===== src/rtl/sw_debounce_pkg.sv =====
// Shared definitions for the switch debounce block: bit FSM state encoding
// and the counter-width helper.
package sw_debounce_pkg;

  localparam logic S_STABLE = 1'b0;
  localparam logic S_COUNT  = 1'b1;

  // Counter width able to hold DEBOUNCE_CYCLES-1, never narrower than one bit.
  function automatic int unsigned cnt_w(input int unsigned cycles);
    int unsigned w;
    w = 32'd1;
    if (cycles > 32'd1) begin
      w = 32'($clog2(cycles));
    end
    return w;
  endfunction

endpackage


===== src/rtl/sw_debounce_bit.sv =====
// One switch bit: two-flop synchroniser, hold-window FSM with counter,
// committed level and registered rise/fall pulses.
module sw_debounce_bit
  import sw_debounce_pkg::*;
#(
  parameter int unsigned DEBOUNCE_CYCLES = 1000000,
  parameter logic        RESET_VALUE     = 1'b0
) (
  input  logic clk,
  input  logic rst_n,
  input  logic sw_async,
  output logic level,
  output logic rise,
  output logic fall,
  output logic rise_c,
  output logic fall_c
);

  localparam int unsigned      CNT_W    = cnt_w(DEBOUNCE_CYCLES);
  localparam logic [CNT_W-1:0] CNT_LAST = CNT_W'(DEBOUNCE_CYCLES - 32'd1);

  logic             sync1;
  logic             sync2;
  logic             state_q;
  logic             state_d;
  logic [CNT_W-1:0] cnt_q;
  logic [CNT_W-1:0] cnt_d;
  logic             level_d;
  logic             differs;
  logic             window_done;

  // Only sync2 is allowed to reach the FSM.
  always_ff @(posedge clk or negedge rst_n) begin
    if (!rst_n) begin
      sync1 <= RESET_VALUE;
      sync2 <= RESET_VALUE;
    end else begin
      sync1 <= sw_async;
      sync2 <= sync1;
    end
  end

  assign differs     = (sync2 != level);
  assign window_done = (cnt_q == CNT_LAST);

  // State register, plus counter, level and pulse registers.
  always_ff @(posedge clk or negedge rst_n) begin
    if (!rst_n) begin
      state_q <= S_STABLE;
      cnt_q   <= '0;
      level   <= RESET_VALUE;
      rise    <= 1'b0;
      fall    <= 1'b0;
    end else begin
      state_q <= state_d;
      cnt_q   <= cnt_d;
      level   <= level_d;
      rise    <= rise_c;
      fall    <= fall_c;
    end
  end

  // Next state: any return to the committed level aborts the window.
  always_comb begin
    state_d = state_q;
    if (state_q == S_STABLE) begin
      if (differs) begin
        state_d = S_COUNT;
      end
    end else begin
      if (!differs || window_done) begin
        state_d = S_STABLE;
      end
    end
  end

  // Counter advance and commit; the counter stops at CNT_LAST by construction.
  always_comb begin
    cnt_d   = '0;
    level_d = level;
    rise_c  = 1'b0;
    fall_c  = 1'b0;
    if (state_q == S_COUNT && differs) begin
      if (window_done) begin
        level_d = sync2;
        rise_c  = sync2;
        fall_c  = ~sync2;
      end else begin
        cnt_d = cnt_q + CNT_W'(1);
      end
    end
  end

endmodule


===== src/rtl/sw_debounce.sv =====
// Switch conditioning: per-bit synchronise and debounce, plus a registered
// any-change pulse aligned with the per-bit rise/fall pulses.
module sw_debounce
  import sw_debounce_pkg::*;
#(
  parameter int unsigned         SW_WIDTH        = 4,
  parameter int unsigned         DEBOUNCE_CYCLES = 1000000,
  parameter logic [SW_WIDTH-1:0] RESET_VALUE     = '0
) (
  input  logic                clock,
  input  logic                i_reset,
  input  logic [SW_WIDTH-1:0] i_sw,
  output logic [SW_WIDTH-1:0] o_sw,
  output logic [SW_WIDTH-1:0] o_rise,
  output logic [SW_WIDTH-1:0] o_fall,
  output logic                o_change
);

  logic [SW_WIDTH-1:0] rise_c;
  logic [SW_WIDTH-1:0] fall_c;

  for (genvar i = 0; i < int'(SW_WIDTH); i++) begin : g_bit
    sw_debounce_bit #(
      .DEBOUNCE_CYCLES (DEBOUNCE_CYCLES),
      .RESET_VALUE     (RESET_VALUE[i])
    ) u_bit (
      .clk      (clock),
      .rst_n    (i_reset),
      .sw_async (i_sw[i]),
      .level    (o_sw[i]),
      .rise     (o_rise[i]),
      .fall     (o_fall[i]),
      .rise_c   (rise_c[i]),
      .fall_c   (fall_c[i])
    );
  end

  // Built from the pre-register strobes so it lands in the same cycle as o_rise/o_fall.
  always_ff @(posedge clock or negedge i_reset) begin
    if (!i_reset) begin
      o_change <= 1'b0;
    end else begin
      o_change <= |(rise_c | fall_c);
    end
  end

endmodule


===== config.mk =====
export PLATFORM = sky130hd
export DESIGN_NAME = sw_debounce
export DESIGN_NICKNAME = d
export VERILOG_FILES = /design/src/rtl/sw_debounce_pkg.sv /design/src/rtl/sw_debounce_bit.sv /design/src/rtl/sw_debounce.sv
export SDC_FILE = /design/constraint.sdc
export NUM_CORES = 1
export LEC_CHECK = 0
export BUFFER_PORTS_ARGS = -buffer_cell sky130_fd_sc_hd__buf_2
export CORE_MARGIN = 4
export CORE_UTILIZATION = 30
export CTS_CLUSTER_DIAMETER = 50
export DETAILED_ROUTE_END_ITERATION = 6
export SLEW_MARGIN = 20
export SYNTH_ARGS = -nofsm -noshare
export SYNTH_HDL_FRONTEND = slang
export SYNTH_SLANG_ARGS = --single-unit

===== constraint.sdc =====
create_clock -name clock -period 2.07 [get_ports clock]
set_clock_uncertainty 0.15 [all_clocks]
set_input_delay 0 -clock clock [delete_from_list [all_inputs] [get_ports clock]]
set_output_delay 0 -clock clock [all_outputs]
set_load 0.02 [all_outputs]

==> impl_metrics.csv <==
group,metric,value,unit
yosys,synth_common_cells,"dfrtp_1 (105), nor2_1 (94), xor2_1 (42), nand3_1 (34), xnor2_1 (34)",
hold_path,hold_path_class,"input port to asynchronous set/reset pin",
placement,postPlaceCellArea,0.00538,mm2
detailed_routing,via_per_inst,4.49,
worst_setup_path,required,2.16,ns
sta,slew_headroom,73.0,%
sta,fmax,491,MHz
placement,pre_cts_slack,-0.00262,ns
clock_tree,tritoncts,"yes",
finish,drive_above_1_share,15.5,%
clock_tree,root_buffer,"clkbuf_16",
yosys,syn_area_per_cell,10.4,um2
power,seqPwrFrac,52.1,%
power,internal_power,3.17,mW
die,core,0.0159,mm2
clock_tree,cts_buffers,9,
power,power.density,691,mW/mm2
worst_setup_path,crit_type,"flop to flop",
outcome,status,"completed",
placement,io_buffers,18,
yosys,ys_seq_elements,105,
global_route,grt_pass1_wl,15200,um
sta,rsz0062_at_grt,"yes",
placement,place.gp.congestion,0.834,
die,fp.dieW,136,um
sta,hold_viol,0,
worst_setup_path,r2r_setup_slack,0.03,ns
yosys,synth_edf_count,0,
sta,tightest_slew,0.404,ns
global_route,top_usage_layer,"met2",
power,switchingPower,0.832,mW
worst_setup_path,endpoint_kind,"flop",
finish,nets,522,
global_route,antenna_found_initial,0,
detailed_routing,wl,8720,um
power,swShare,20.8,%
yosys,synth_ff_type,"dfrtp_1",
die,die-area,0.0184,mm2
global_route,grt-ovfl-total,0,
clock_tree,cts.htree.levels,3,
detailed_routing,initialDrtViolationCount,171,
global_route,grt_pass1_vias,3268,
sta,period_needed,2.04,ns
detailed_routing,drt_pass1_iterations,4,
worst_setup_path,arrival,2.13,ns
global_route,grt_max_degree,78,
global_route,grt_usage,10.3,%
power,clockPowerShare,44.6,%
job,max-cap-violations,0,
sta,finalMaxSlewViolations,0,
power,max-vdd-ir-drop,0.415,mV
yosys,seq_area_frac_synth,53.8,%
detailed_routing,vias,3291,
power,p_leak,2.49,nW
sta,layout_worst_path_cycle_share,98.4,%
die,die_y,136,um
finish,final_core_util,36.4,%
clock_tree,cts_sinks,105,
yosys,async_flop_share,100,%
yosys,yosysTopAreaCell,"dfrtp_1",
sta,hold_ws,0.00242,ns
power,total_power,4.00,mW
yosys,synthCells,471,
yosys,synth.area.top_cells,"dfrtp_1 (54%), xor2_1 (7.5%), nor2_1 (7.2%)",
detailed_routing,wl_per_cell,11.9,um
yosys,synth_most_common_cell,"dfrtp_1",
clock_tree,clk_path_buf_depth,2,
worst_setup_path,cp-start-kind,"flop",
die,io_pins,19,
finish,diodes,0,
yosys,synth_top_area_share,53.8,%
sta,finalSetupViolCount,0,
detailed_routing,postRouteAntennaNets,0,
yosys,synth_nets,481,
die,start_util,30.6,%
clock_tree,post_cts_buffers,0,
global_route,grt_use_met3,3.71,%
finish,area_growth,18.7,%
global_route,met2_usage,16.7,%
clock_tree,clk_pin_slew,0.07,ns
die,placementRows,46,
sta,finalWorstSetupSlack,0.0328,ns
power,combPwrFrac,3.3,%
clock_tree,clkLatencyLatePin,0.35,ns
detailed_routing,drc,0,
global_route,grt.met1_usage,13.1,%
yosys,syn_area,0.00488,mm2
finish,fin_area,0.00580,mm2
yosys,synth_cell_types,39,
yosys,ys.warnings.count,0,
worst_setup_path,cp_max_fo,2,
worst_setup_path,reg2reg_depth,4,
placement,dp_hpwl,6120,um
[worst paths after layout]
path,from,to
setup / recovery,g_bit[1].u_bit.cnt_q[11]$_DFF_PN0_,g_bit[1].u_bit.level$_DFFE_PN0P_
hold / removal,i_reset,g_bit[1].u_bit.cnt_q[14]$_DFF_PN0_
setup reg to reg,g_bit[1].u_bit.cnt_q[11]$_DFF_PN0_,g_bit[1].u_bit.level$_DFFE_PN0P_
hold reg to reg,g_bit[0].u_bit.sync1$_DFF_PN0_,g_bit[0].u_bit.sync2$_DFF_PN0_
max in group asynchronous,i_reset,g_bit[3].u_bit.cnt_q[13]$_DFF_PN0_
min in group clock,i_sw[3],g_bit[3].u_bit.sync1$_DFF_PN0_
[per-layer routing]
metal | share of wire (%) | vias up | wire (um)
li1 | - | 1652 | -
met1 | 48 | 1600 | 4190
met2 | 47 | 32 | 4120
met3 | 3.8 | 7 | 330
met4 | 1.0 | 0 | 87
met5 | 0 | - | 0
[cell usage in the layout, fill, tap and decap left out, types with 2 or more instances in the layout]
cell type / netlist / routed
and2_1: 5 / 5
and3_1: 8 / 8
and3b_1: 2 / 2
and4_1: 10 / 10
buf_12: 0 / 6
buf_2: 4 / 17
buf_4: 14 / 24
bufinv_16: 0 / 2
clkbuf_16: 0 / 9
clkinv_2: 0 / 3
dfrtp_1: 105 / 105
dlygate4sd3_1: 0 / 5
ha_1: 4 / 3
inv_1: 10 / 10
mux2_2: 3 / 3
nand2_1: 33 / 33
nand3_1: 34 / 32
nand3_2: 1 / 3
nand4_1: 16 / 16
nor2_1: 94 / 94
nor2_2: 2 / 2
nor3_1: 11 / 11
nor3b_1: 6 / 6
nor4_1: 6 / 6
nor4_4: 2 / 4
nor4b_1: 2 / 2
or4_1: 2 / 2
or4b_1: 3 / 2
xnor2_1: 34 / 34
xor2_1: 42 / 42
[stage by stage]
step                      instances  setup TNS, ns
after CTS                       733              0
after global placement          711              0
after global routing            733         -0.215
after detailed placement        711       -0.00262
after floorplan                 471              0
final                           733              0
[worst max-delay path, stage by stage, from the launching register on]
cell and delay [ns]:
dfrtp_1 0.37, or4b_4 0.55, nor4_4 0.29, and4_1 0.26
mux2_4 0.30
[power groups by stage]
| stage | Combinational (mW) | Sequential, mW | Clock (mW) |
|---|---|---|---|
| floorplan | 0.0432 | 2.12 | 0 |
| global placement | 0.119 | 2.12 | 0 |
| detailed placement | 0.123 | 2.12 | 0 |
| CTS | 0.136 | 2.09 | 1.85 |
| global route | 0.151 | 2.09 | 1.91 |
| finish | 0.130 | 2.09 | 1.79 |
[registers in the layout, indices dropped and copies added (netlist names)]
| register | flops |
|---|---|
| g_bit.u_bit.cnt_q | 80 |
| g_bit.u_bit.fall | 4 |
| g_bit.u_bit.level | 4 |
| g_bit.u_bit.rise | 4 |
| g_bit.u_bit.state_q | 4 |
| g_bit.u_bit.sync1 | 4 |
| g_bit.u_bit.sync2 | 4 |
| o_change | 1 |
[cells by family after synthesis]
| group | Yosys count | share of synthesized area (%) |
|---|---|---|
| simple gates | 248 | 26.6 |
| flops | 105 | 53.8 |
| xor+xnor | 76 | 13.6 |
| buf+inv | 32 | 3.64 |
| mux | 4 | 0.922 |
| fa+ha+maj | 4 | 1.02 |
| compound gates | 2 | 0.333 |
[layout make-up]
type,count,area [um2]
clock buffers,10,229
clock inverters,6,82.6
fillers,1587,10100
inverters,10,37.5
multi-input cells,334,2120
flip-flops and latches,105,2630
well taps,216,270
repair buffers,52,435
[timing repair]
| action | CTS | global route |
|---|---|---|
| gates resized for setup | 2 | 5 |
| hold endpoints to repair | 109 | 0 |
| endpoints found under the setup margin | 1 | 27 |
| pin swaps | 3 | 1 |
| hold buffers | 6 | 0 |
Note: power is estimated with default switching activity, not from simulation.
